**src/rtl/deadlock_block_detector.sv**
```systemverilog
// deadlock_block_detector
//   Flags a kernel deadlock. It fires when every active instance has been
//   stalled on a FIFO or ap_continue for THRESH consecutive cycles and no
//   AXI-stream port is stalled on the testbench.
// Ports:
//   clock            - single clock; all state changes on its rising edge
//   reset            - synchronous, active-high
//   axis_block_sigs  - [N_AXIS] per-port testbench stall; any bit vetoes detection
//   inst_idle_sigs   - [N_IDLE] ap_idle; low N_INST bits are instances, rest informational
//   inst_block_sigs  - [N_INST] per-instance stall
//   block            - high exactly while in BLOCKED
//   block_mask       - stuck set captured on the latest entry into BLOCKED
//   block_count      - saturating count of entries into BLOCKED
module deadlock_block_detector #(
  parameter int unsigned N_AXIS = 2,
  parameter int unsigned N_IDLE = 10,
  parameter int unsigned N_INST = 5,
  parameter int unsigned THRESH = 8
) (
  input  logic              clock,
  input  logic              reset,
  input  logic [N_AXIS-1:0] axis_block_sigs,
  input  logic [N_IDLE-1:0] inst_idle_sigs,
  input  logic [N_INST-1:0] inst_block_sigs,
  output logic              block,
  output logic [N_INST-1:0] block_mask,
  output logic [15:0]       block_count
);

  typedef enum logic [1:0] {
    S_IDLE    = 2'd0,
    S_WATCH   = 2'd1,
    S_BLOCKED = 2'd2
  } state_t;

  localparam logic [16:0] THRESH_W = 17'(THRESH);

  state_t            r_state;
  state_t            w_state_nxt;
  logic [15:0]       r_cnt;
  logic [15:0]       w_cnt_nxt;
  logic [16:0]       w_cnt_inc;
  logic              w_enter;
  logic [N_INST-1:0] w_active;
  logic [N_INST-1:0] w_stuck;
  logic              w_cand;

  // Sub-instance idle bits carry no meaning for detection.
  generate
    if (N_IDLE > N_INST) begin : g_sub_idle
      logic w_unused_sub_idle;
      assign w_unused_sub_idle = |inst_idle_sigs[N_IDLE-1:N_INST];
    end
  endgenerate

  assign w_active  = ~inst_idle_sigs[N_INST-1:0];
  assign w_stuck   = w_active & inst_block_sigs;
  // Any testbench-side stall means the kernel is waiting on the outside world.
  assign w_cand    = (w_active != '0) && (w_active == w_stuck) && (axis_block_sigs == '0);
  assign w_cnt_inc = {1'b0, r_cnt} + 17'd1;

  always_comb begin
    w_state_nxt = r_state;
    w_cnt_nxt   = r_cnt;
    w_enter     = 1'b0;
    case (r_state)
      S_IDLE: begin
        if (w_cand) begin
          w_cnt_nxt = 16'd1;
          if (THRESH == 1) begin
            w_state_nxt = S_BLOCKED;
            w_enter     = 1'b1;
          end else begin
            w_state_nxt = S_WATCH;
          end
        end else begin
          w_cnt_nxt = '0;
        end
      end
      S_WATCH: begin
        if (w_cand) begin
          w_cnt_nxt = w_cnt_inc[15:0];
          if (w_cnt_inc == THRESH_W) begin
            w_state_nxt = S_BLOCKED;
            w_enter     = 1'b1;
          end
        end else begin
          w_state_nxt = S_IDLE;
          w_cnt_nxt   = '0;
        end
      end
      S_BLOCKED: begin
        if (!w_cand) begin
          w_state_nxt = S_IDLE;
          w_cnt_nxt   = '0;
        end
      end
      default: begin
        w_state_nxt = S_IDLE;
        w_cnt_nxt   = '0;
      end
    endcase
  end

  always_ff @(posedge clock) begin
    if (reset) begin
      r_state     <= S_IDLE;
      r_cnt       <= '0;
      block       <= 1'b0;
      block_mask  <= '0;
      block_count <= '0;
    end else begin
      r_state <= w_state_nxt;
      r_cnt   <= w_cnt_nxt;
      block   <= (w_state_nxt == S_BLOCKED);
      if (w_enter) begin
        block_mask <= w_stuck;
        if (block_count != 16'hFFFF) begin
          block_count <= block_count + 16'd1;
        end
      end
    end
  end

endmodule

```
**config.mk**
```make
export PLATFORM = sky130hd
export DESIGN_NAME = deadlock_block_detector
export DESIGN_NICKNAME = d
export VERILOG_FILES = /design/src/rtl/deadlock_block_detector.sv
export SDC_FILE = /design/constraint.sdc
export NUM_CORES = 1
export LEC_CHECK = 0
export CORE_AREA = 8 8 78 73
export DETAILED_ROUTE_END_ITERATION = 8
export DIE_AREA = 0 0 86 81
export PLACE_DENSITY_LB_ADDON = 0.08
export SYNTH_ARGS = -nofsm -noshare
export SYNTH_HDL_FRONTEND = slang
export SYNTH_SLANG_ARGS = --single-unit
```
**constraint.sdc**
```tcl
create_clock -name clock -period 7.32 [get_ports clock]
set_clock_uncertainty 0.2 [all_clocks]
set_input_delay 0.732 -clock clock [delete_from_list [all_inputs] [get_ports clock]]
set_output_delay 0.732 -clock clock [all_outputs]
set_load 0.005 [all_outputs]
```
Yosys cells after proc, flatten, opt, wreduce, memory -nomap -nowiden
Cells that the tools add are included.
{"block": "word_totals", "regBits": 40, "output_inout_bits": 22, "in_bits": 19}
{"block": "classes", "reduce_logical": 6, "n_eq_ne": 7, "bitwise": 2, "n_addsub": 2, "muxes": 12}
{"op": "case mux 16 bit (3 select lines)", "count": 1}
{"op": "2-to-1 mux 16 bit", "count": 2}
{"op": "adder 16 x 1 -> 17 bit (second input constant)", "count": 1}
{"op": "equality test 17 x 4 -> 1 bit (second input constant)", "count": 1}
{"op": "adder 16 x 1 -> 16 bit (second input constant)", "count": 1}
{"op": "inequality test 16 bit (second input constant)", "count": 1}
{"op": "2-to-1 mux 2 bit", "count": 4}
{"op": "case mux 2 bit (3 select lines)", "count": 1}
{"op": "AND 5 bit", "count": 1}
{"op": "equality test 5 bit", "count": 1}
{"op": "inverter 5 bit", "count": 1}
{"op": "nonzero test 5 bit", "count": 1}
{"op": "equality test 2 bit (second input constant)", "count": 2}
{"op": "zero test 2 bit", "count": 2}
{"op": "2-to-1 mux 1 bit", "count": 4}
{"op": "equality test 2 x 1 -> 1 bit (second input constant)", "count": 1}
{"op": "logical AND 1 bit", "count": 2}
{"op": "inequality test 2 bit (second input constant)", "count": 1}
{"op": "AND reduction 2 bit", "count": 1}

Depth between registers and ports, before layout
Gate-level depths: netlist of the first run.
{"block": "depth", "ltp_word": 8, "mapped_depth": 11, "depth_no_buf": 7}

Worst setup path after synthesis of the first run
Ideal clock, no wire load.
{"block": "synth_path", "kind": "register to register", "start": "reg r_cnt[0]", "end": "reg block_count[10]", "path_slack_ns": 4.436, "arrival_time_ns": 2.560, "t_required_ns": 6.997, "path_stages_with_launch": 9, "setup_time_ns": 0.123, "synth_period_minus_slack_ns": 2.884, "cell_sequence": "dfxtp_1 ha_1 nand3_1 nor4_1 xor2_1 or4_1 buf_2 nor4_1 mux2_1"}
{"block": "synth_between", "elab_chain_cells": 6}
{"element": "from (decl)", "line": "40", "source": "logic [15:0] r_cnt;"}
{"element": "from (signal assigned)", "line": "114", "source": "r_cnt <= w_cnt_nxt;"}
{"element": "adder 16 x 1 -> 17 bit", "line": "60", "source": "assign w_cnt_inc = {1'b0, r_cnt} + 17'd1;"}
{"element": "equality test 17 x 4 -> 1 bit", "line": "83", "source": "if (w_cnt_inc == THRESH_W) begin"}
{"element": "2-to-1 mux 1 bit", "line": "83"}
{"element": "2-to-1 mux 1 bit", "line": "81", "source": "if (w_cand) begin"}
{"element": "2-to-1 mux 1 bit", "line": "66", "source": "case (r_state)"}
{"element": "AND reduction 2 bit (no source line)"}
{"element": "to (signal assigned)", "line": "119", "source": "block_count <= block_count + 16'd1;"}
{"element": "to (decl)", "line": "27", "source": "output logic [15:0] block_count"}
Every way passes these cells.
A chain may end at the register's enable or synchronous reset.

Worst setup path after layout of the first run
{"block": "layout_path", "start": "reg r_cnt[0]", "end": "reg block_count[8]"}
The elaborated chain is that of the path after synthesis.

==> results of run 1 <==
[synthesized netlist by cell type, drive strengths merged]
master,count
a211oi,3
a21o,4
a21oi,26
a22oi,5
a31o,1
a31oi,3
a41oi,1
and3,3
and4,4
buf,13
clkbuf,10
clkinv,1
dfxtp,40
ha,3
inv,2
mux2,4
nand2,8
nand2b,2
nand3,11
nand3b,9
nand4,16
nand4b,4
nor2,31
nor2b,7
nor3,9
nor4,9
o21a,1
o21ai,11
o22ai,1
o311ai,5
o31a,3
o31ai,9
o41ai,2
or2,1
or3,8
or4,13
or4b,4
xnor2,6
xor2,1
[state kept, by name (all words and copies together) (netlist names)]
name / cells
block: 1
block_count: 16
r_cnt: 16
block_mask: 5
r_state: 2
[worst register-to-register path, cell delays in order, from the launching register on]
cell and delay, ps:
dfxtp_1 450, ha_1 290, nand3_1 210, nor4_1 340
xor2_1 180, or4_1 970, nor4_1 470, mux2_1 360
[power breakdown]
group / switching [mW] / leakage (nW) / internal, mW / total (mW)
Combinational: 0.00847 / 0.506 / 0.00895 / 0.0174
Sequential: 0.000306 / 0.322 / 0.218 / 0.218
Clock: 0.0756 / 0.0645 / 0.120 / 0.196
[worst paths after layout]
path	to	cells after the start
worst min-delay path	block_mask[1]$_SDFFE_PP0P_	2
worst max register to register	block_count[8]$_SDFFE_PP0P_	7
worst max-delay path	block_count[8]$_SDFFE_PP0P_	7
worst min register to register	block_mask[1]$_SDFFE_PP0P_	2
[layout make-up]
type,instances,area share
clock buffers,7,0.0338
clock inverters,1,0.0105
inverters,3,0.00395
multi-input cells,228,0.513
flip-flops and latches,40,0.281
well taps,62,0.0272
repair buffers,38,0.131
[cells in the final DEF, fill, tap and decap left out, drive strengths merged, types with 4 or more instances in the layout]
| cell type | instances |
|---|---|
| nand3b | 9 |
| xnor2 | 6 |
| nor2 | 31 |
| o31ai | 9 |
| mux2 | 4 |
| nor3 | 9 |
| nor2b | 7 |
| nor4 | 9 |
| a22oi | 5 |
| or4b | 4 |
| a21oi | 26 |
| or4 | 13 |
| nand2 | 8 |
| clkdlybuf4s50 | 35 |
| or3 | 8 |
| and4 | 4 |
| o311ai | 5 |
| nand3 | 11 |
| dfxtp | 40 |
| a21o | 4 |
| nand4b | 4 |
| clkbuf | 7 |
| nand4 | 16 |
| o21ai | 11 |
[per-layer routing]
metal  up-vias  global-route usage  part of all wire
met5         -                   0                 0
met4         0              0.0699             0.012
met3         6              0.0383             0.067
met2        81               0.301              0.45
met1      1093               0.235              0.47
li1       1178                   -                 -
[kinds of logic (layout without fill, tap and decap cells)]
logic type      Yosys count  in the layout  share of synthesized area
fa+ha+maj                 3              3                     0.0158
simple gates            139            139                      0.352
flops                    40             40                      0.336
xor+xnor                  7              7                     0.0258
compound gates           75             75                      0.202
mux                       4              4                     0.0189
buf+inv                  26             49                     0.0494
[per-stage QoR]
step | util | cell area [um^2]
final | 0.656 | 2850
after global routing | 0.656 | 2850
after detailed placement | 0.627 | 2720
after floorplan | - | 2380
after global placement | 0.627 | 2720
after CTS | 0.656 | 2850
==> out/metrics.cfg, run 1 <==
[timing]
tightest_slew_ps=907
setup_viol=0
hold_violations=0
period_share=0.489
fmax_ghz=0.280
finalMaxSlewViolations=0
period_needed_ps=3580
rsz0062_at_grt=false
timing.hold.ws_ps=280
slew-limit-headroom=0.395
fin_setup_tns_ps=0
fin_ws_ps=3740

[placed_design]
dp_hpwl_um=4170
pre_cts_ws_ps=3670
dpl.cell_count=371
portBuffers=35
place.gp.congestion=0.839

[global_routing]
grt_usage=0.184
overflow=0
grt_pass1_vias=2293
antenna_found_initial=0
grt_max_degree=36
grt_pass1_wl_um=10600

[clock_tree]
postCtsSetupRepairBufs=0
cts_hold_buf=0
worst_skew_pair.late_latency_ps=290
htreeDepth=2
clock-sinks=40
numCtsBuffers=5
cts_resized=0
cts_max_path_buffers=2
cts.clk_slew.worst_paths_ps=80
cts_tree=built
cts-root-buf=clkbuf_8

[layout]
syn_to_final_growth_pct=19.8
drive_gt1_frac=0.0505
fin_nets=338
fillCellCount=398
diodes=0
fin_cells=379
multiInputGateArea_um2=1460
ff_latch_area_um2=801

[synthesis]
ys_seq_elements=40
netlist_area_um2=2380
synth.avg_cell_area_um2=8.09
yosysTopAreaCell=dfxtp_1
post-synth-top-area-fraction=0.336
synth.area.top_cells=dfxtp_1 34%, a21oi_1 5.5%, nor2_1 4.9%
ys_types=45
synth_fp_nets=316
synthesis.instances=294
yosysSeqAreaShare=0.336
yosys_warnings=0

[setup_path]
cp_data_arrival_time_ps=3550
cp-start-kind=flip-flop
crit_path_max_fanout=30
rrSetupSlack_ps=3740
r2r-start=r_cnt[0]$_SDFFE_PP0P_
path_buf_inv=0
required_ps=7300
crit_top_cell=nor4_1
cp_cell_sequence=ha_1 -> nand3_1 -> nor4_1 -> xor2_1 -> or4_1 -> nor4_1 -> mux2_1
slowest_delay_ps=970
crit_path_end_kind=flip-flop
critPathSlowestCell=or4_1
worstSetupPathType=flip-flop to flip-flop
cp_top_family=simple AND/OR/NAND/NOR gates
crit_start=r_cnt[0]$_SDFFE_PP0P_

[detailed_routing]
drt-vias-per-instance=6.22
wl_per_cell_um=16.1
drt-pass1-iter-count=4
route.detailed.drc=0
vias=2358
drtIter0Drc=141
ant_nets=0
routed_wl_um=6090

[floorplanning]
chipHeight_um=81
io_pins=41
start_util=0.548
die_area_um2=6970
core_um2=4350
die_w_um=86
num_rows=23

[min_path]
hp-start=block_mask[1]$_SDFFE_PP0P_
hold_class=flip-flop to flip-flop

[flow_run]
drv_cap=0

[power_and_ir_drop]
power_mw=0.431
worst_ir_drop_vdd_mv=0.112
power_leakage_nw=0.893
pwr_density_cell_nw_per_um2=151

[outcome]
status=completed

No activity file was read; power rests on OpenSTA's default activity.
==> run 2, diff against run 1 <==
- CORE_AREA: 8 8 78 73 -> 8 8 84 78
- DIE_AREA: 0 0 86 81 -> 0 0 92 86
- clock period: 7.32 -> 2.9 ns (I/O delays scaled with it)
==> run 2 against run 1 <==
Net effect:
- wire length increased by 6.8%
- sequential share of layout area decreased by 2.4 points
- combinational power increased to 2.6 times the previous value
- power increased by 140%
- global-route usage decreased by 2.0 points
- register-to-register slack got worse by 3600 ps
==> out/metrics.cfg, run 2 (synthesis results as in run 1) <==
[floorplanning]
chipHeight_um=86
io_pins=41
start_util=0.464
die_w_um=92
core_um2=5130
die_area_um2=7910
num_rows=25

[power_and_ir_drop]
power_mw=1.05
worst_ir_drop_vdd_mv=0.302
power_leakage_nw=1.04
pwr_density_cell_nw_per_um2=337

[layout]
final_common_cell=dfxtp_1
top_regs=block_count: 16 flops, r_cnt: 16 flops, block_mask: 5 flops
design_area_um2=3120
drive_gt1_frac=0.150
fin_cells=413
final_cell_mix=39 x dfxtp_1, 35 x clkdlybuf4s50_1, 31 x nor2_1
utilization=0.608
syn_to_final_growth_pct=31.0
fillCellCount=476
fin_nets=367
diodes=0

[timing]
period_share=0.957
slew-limit-headroom=0.609
tightest_slew_ps=583
fin_setup_tns_ps=0
finalMaxSlewViolations=0
fin_ws_ps=124
timing.hold.ws_ps=282
rsz0062_at_grt=false
hold_violations=0
setup_viol=0
fmax_ghz=0.360
period_needed_ps=2780

[setup_path]
reg2reg_to=block_mask[1]$_SDFFE_PP0P_
worstSetupPathType=flip-flop to flip-flop
cp-start-kind=flip-flop
cp_data_arrival_time_ps=2800
rrSetupSlack_ps=120
crit_path_end_kind=flip-flop
required_ps=2920
r2r-start=r_cnt[0]$_SDFFE_PP0P_
crit_path_max_fanout=25
rr_worst_depth=10

[placed_design]
dp_hpwl_um=4630
portBuffers=35
place.gp.congestion=0.817
placed_area_um2=2960
dpl.cell_count=405
pre_cts_ws_ps=-100

[clock_tree]
cts.clk_slew.worst_paths_ps=70
cts_tree=built
worst_skew_pair.late_latency_ps=300
numCtsBuffers=5
cts_max_path_buffers=2
htreeDepth=2
cts_hold_buf=0
cts-root-buf=clkbuf_8
clock-sinks=40

[outcome]
status=completed

[global_routing]
antenna_found_initial=0
grt_max_degree=34
overflow=0
grt_usage=0.165
grt_pass1_vias=2343
grt_pass1_wl_um=11000

[detailed_routing]
drt-vias-per-instance=6.10
ant_nets=0
wl_per_cell_um=15.7
route.detailed.drc=0
drt-pass1-iter-count=4
routed_wl_um=6500
drtIter0Drc=172
vias=2519

[min_path]
min_path_cells=2
hp-start=r_cnt[11]$_SDFFE_PP0P_
hold_end=r_cnt[11]$_SDFFE_PP0P_
hold_class=flip-flop to flip-flop

[flow_run]
drv_cap=0

==> run 2: changes by cell type in the layout (fill, tap and decap cells not counted), sizes merged <==
cell / change
buf: +29
clkbuf: -1
clkinv: +1
==> run 2: metal layers <==
metal / vias up / track usage / share of wire
li1: 1235 / - / -
met1: 1201 / 0.217 / 0.48
met2: 74 / 0.254 / 0.44
met3: 9 / 0.0393 / 0.062
met4: 0 / 0.0585 / 0.013
met5: - / 0 / 0
==> run 2: what timing repair did <==
item,in CTS,in global routing
endpoints found under the setup margin,3,15
buffers inserted,0,0
cloned,0,0
gates resized for setup,1,9
hold endpoints to repair,0,0
pin swaps,0,2
==> run 2: layout make-up <==
type                       count  area (um^2)  area share
clock buffer                   6         72.6      0.0233
clock inverter                 2         35.0      0.0112
inverter                       3         11.3     0.00361
multi-input combinational    228         1500       0.482
sequential                    40          802       0.257
tap                           67         83.8      0.0269
timing repair buffer          67          611       0.196
==> run 2: how the worst max path moves through the flow <==
stage	from	end	slack, ps
3_3_place_gp	axis_block_sigs[1]	block_count[7]$_SDFFE_PP0P_	-70
6_report	r_cnt[0]$_SDFFE_PP0P_	block_mask[1]$_SDFFE_PP0P_	120
2_1_floorplan	r_cnt[0]$_SDFFE_PP0P_	block_count[10]$_SDFFE_PP0P_	20
4_1_cts	r_cnt[0]$_SDFFE_PP0P_	block_mask[2]$_SDFFE_PP0P_	30
5_1_grt	r_cnt[0]$_SDFFE_PP0P_	block_mask[2]$_SDFFE_PP0P_	2
3_5_place_dp	axis_block_sigs[1]	block_count[7]$_SDFFE_PP0P_	-100
==> run 2: where the power goes <==
group          internal [mW]  switching (mW)
registers              0.549        0.000517
clock network          0.256           0.199
logic                 0.0230          0.0220
total                  0.828           0.222
==> run 2: worst max-delay path, cell delays in order (launching register included) <==
cell and delay [ps]:
dfxtp_1 320, ha_1 200, buf_4 150, and3_1 250, xnor2_2 180, a22oi_2 90, or4_4 430, buf_8 180
buf_4 160, or3_4 390, o21ai_1 150
==> run 3, diff against run 2 <==
- CELL_PAD_IN_SITES_DETAIL_PLACEMENT: default -> 1
- CELL_PAD_IN_SITES_GLOBAL_PLACEMENT: default -> 1
- CORE_AREA: 8 8 84 78 -> 8 8 96 90
- DIE_AREA: 0 0 92 86 -> 0 0 104 98
- SLEW_MARGIN: default -> 20
==> run 3 against run 2 <==
Net effect:
- die area increased by 29%
- sequential power hardly changed
- utilization is 15 points lower
- critical path depth is 1 lower
- largest cell class unchanged
- design area up 5.2%
- largest power group unchanged
- first-iteration DRC count shrank 40%
- non-clock buffer count increased by 12
==> out/metrics.cfg, run 3 (synthesis results as in run 1) <==
[detailed_routing]
drt-pass1-iter-count=4
wl_per_cell_um=17.4
routed_wl_um=7890
ant_nets=0
drt-vias-per-instance=5.78
route.detailed.drc=0
vias=2622
drtIter0Drc=103

[clock_tree]
cts-root-buf=clkbuf_8
cts.clk_slew.worst_paths_ps=80
worst_skew_pair.late_latency_ps=290
htreeDepth=2
clock-sinks=40
numCtsBuffers=5
cts_max_path_buffers=2
cts_tree=built
cts_hold_buf=0

[min_path]
hp-start=block_mask[1]$_SDFFE_PP0P_
hold_class=flip-flop to flip-flop

[setup_path]
slowest_delay_ps=580
reg2reg_to=block_count[8]$_SDFFE_PP0P_
crit_start=r_cnt[0]$_SDFFE_PP0P_
rr_worst_depth=9
required_ps=2880
cp_top_family=simple AND/OR/NAND/NOR gates
crit_path_max_fanout=10
critPathSlowestCell=or4_4
worstSetupPathType=flip-flop to flip-flop
cp-start-kind=flip-flop
crit_path_end_kind=flip-flop
cp_cell_sequence=ha_2 -> buf_4 -> and3_4 -> xnor2_2 -> a22oi_1 -> or4_4 -> buf_8 -> nor4_2 -> mux2_1
rrSetupSlack_ps=120
r2r-start=r_cnt[0]$_SDFFE_PP0P_
cp_data_arrival_time_ps=2760
critPathCapture=block_count[8]$_SDFFE_PP0P_
cp_num_cells=9
path_buf_inv=2

[power_and_ir_drop]
p_int_mw=0.767
seqPwrFrac=0.554
power_switching_mw=0.225
netSwitchingFraction=0.227
power_leakage_nw=1.09
clkPwrFrac=0.398
pwr_density_cell_nw_per_um2=303
power_frac_comb=0.048
worst_ir_drop_vdd_mv=0.148

[timing]
fin_ws_ps=118
fmax_ghz=0.359
period_needed_ps=2780
finalMaxSlewViolations=0
tightest_slew_ps=638
period_share=0.959
hold_violations=0
setup_viol=0
slew-limit-headroom=0.571

[placed_design]
placed_area_um2=3100
portBuffers=35
place.gp.congestion=0.759
dpl.cell_count=446
pre_cts_ws_ps=-140
dp_hpwl_um=5910

[layout]
design_area_um2=3280
top_regs=block_count: 16 flops, r_cnt: 16 flops, block_mask: 5 flops
syn_to_final_growth_pct=37.8
fillCellCount=884
multiInputGateArea_um2=1540
final_common_cell=buf_4
diodes=0
fin_cells=454
final_cell_mix=40 x buf_4, 38 x dfxtp_1, 35 x clkdlybuf4s50_1
ff_latch_area_um2=803
utilization=0.460
drive_gt1_frac=0.190
fin_nets=379

[outcome]
status=completed

[floorplanning]
chipHeight_um=98
num_rows=30
io_pins=41
die_area_um2=10200
die_w_um=104
core_um2=7130
start_util=0.334

[global_routing]
grt_pass1_vias=2770
grt_max_degree=20
grt_usage=0.158
overflow=0
grt_pass1_wl_um=13600
antenna_found_initial=0

[flow_run]
drv_cap=0

## run 3: cell type report
type                       count  area share
clock buffer                   8      0.0275
multi-input combinational    228       0.469
inverter                       3     0.00343
timing repair buffer          79       0.219
tap                           96      0.0366
sequential                    40       0.245
## run 3: what timing repair did
item                                    CTS  global route
endpoints found under the setup margin    9            14
cloned                                    0             0
pin swaps                                 0             2
gates resized for setup                   3            16
buffers inserted                          0             0
## run 3: power by group through the flow
stage                     Combinational [mW]  Clock [mW]  Sequential (mW)
after global placement                0.0466           0            0.563
after global routing                  0.0525       0.430            0.550
after detailed placement              0.0480           0            0.563
final                                 0.0478       0.395            0.550
after floorplan                       0.0193           0            0.563
after CTS                             0.0481       0.403            0.550
## run 3: worst min-delay path by stage
stage,to,slack (ps),cells past startpoint
detailed placement,block_mask[1]$_SDFFE_PP0P_,260,2
CTS,block_mask[1]$_SDFFE_PP0P_,280,2
global placement,block_mask[4]$_SDFFE_PP0P_,260,2
global route,block_mask[2]$_SDFFE_PP0P_,310,2
floorplan,block_mask[0]$_SDFFE_PP0P_,250,2
finish,block_mask[1]$_SDFFE_PP0P_,280,2
## run 3: worst min-delay path, cell delays in order (launching register included)
cell	delay, ps
dfxtp_1	320
o311ai_1	60
o21ai_1	60
## run 3: routing by layer
metal,part of all wire,vias up,GRT usage
li1,-,1270,-
met5,0,-,0
met3,0.047,6,0.0428
met1,0.48,1299,0.210
met2,0.46,47,0.248
met4,0.0087,0,0.0356
## run 3: per-stage QoR
stage / setup TNS [ps] / hold slack, ps / power (mW)
floorplan: 0 / 246 / 0.582
finish: 0 / 278 / 0.992
CTS: 0 / 281 / 1.00
detailed placement: -939 / 264 / 0.611
global route: -4.28 / 306 / 1.03
global placement: -570 / 259 / 0.609
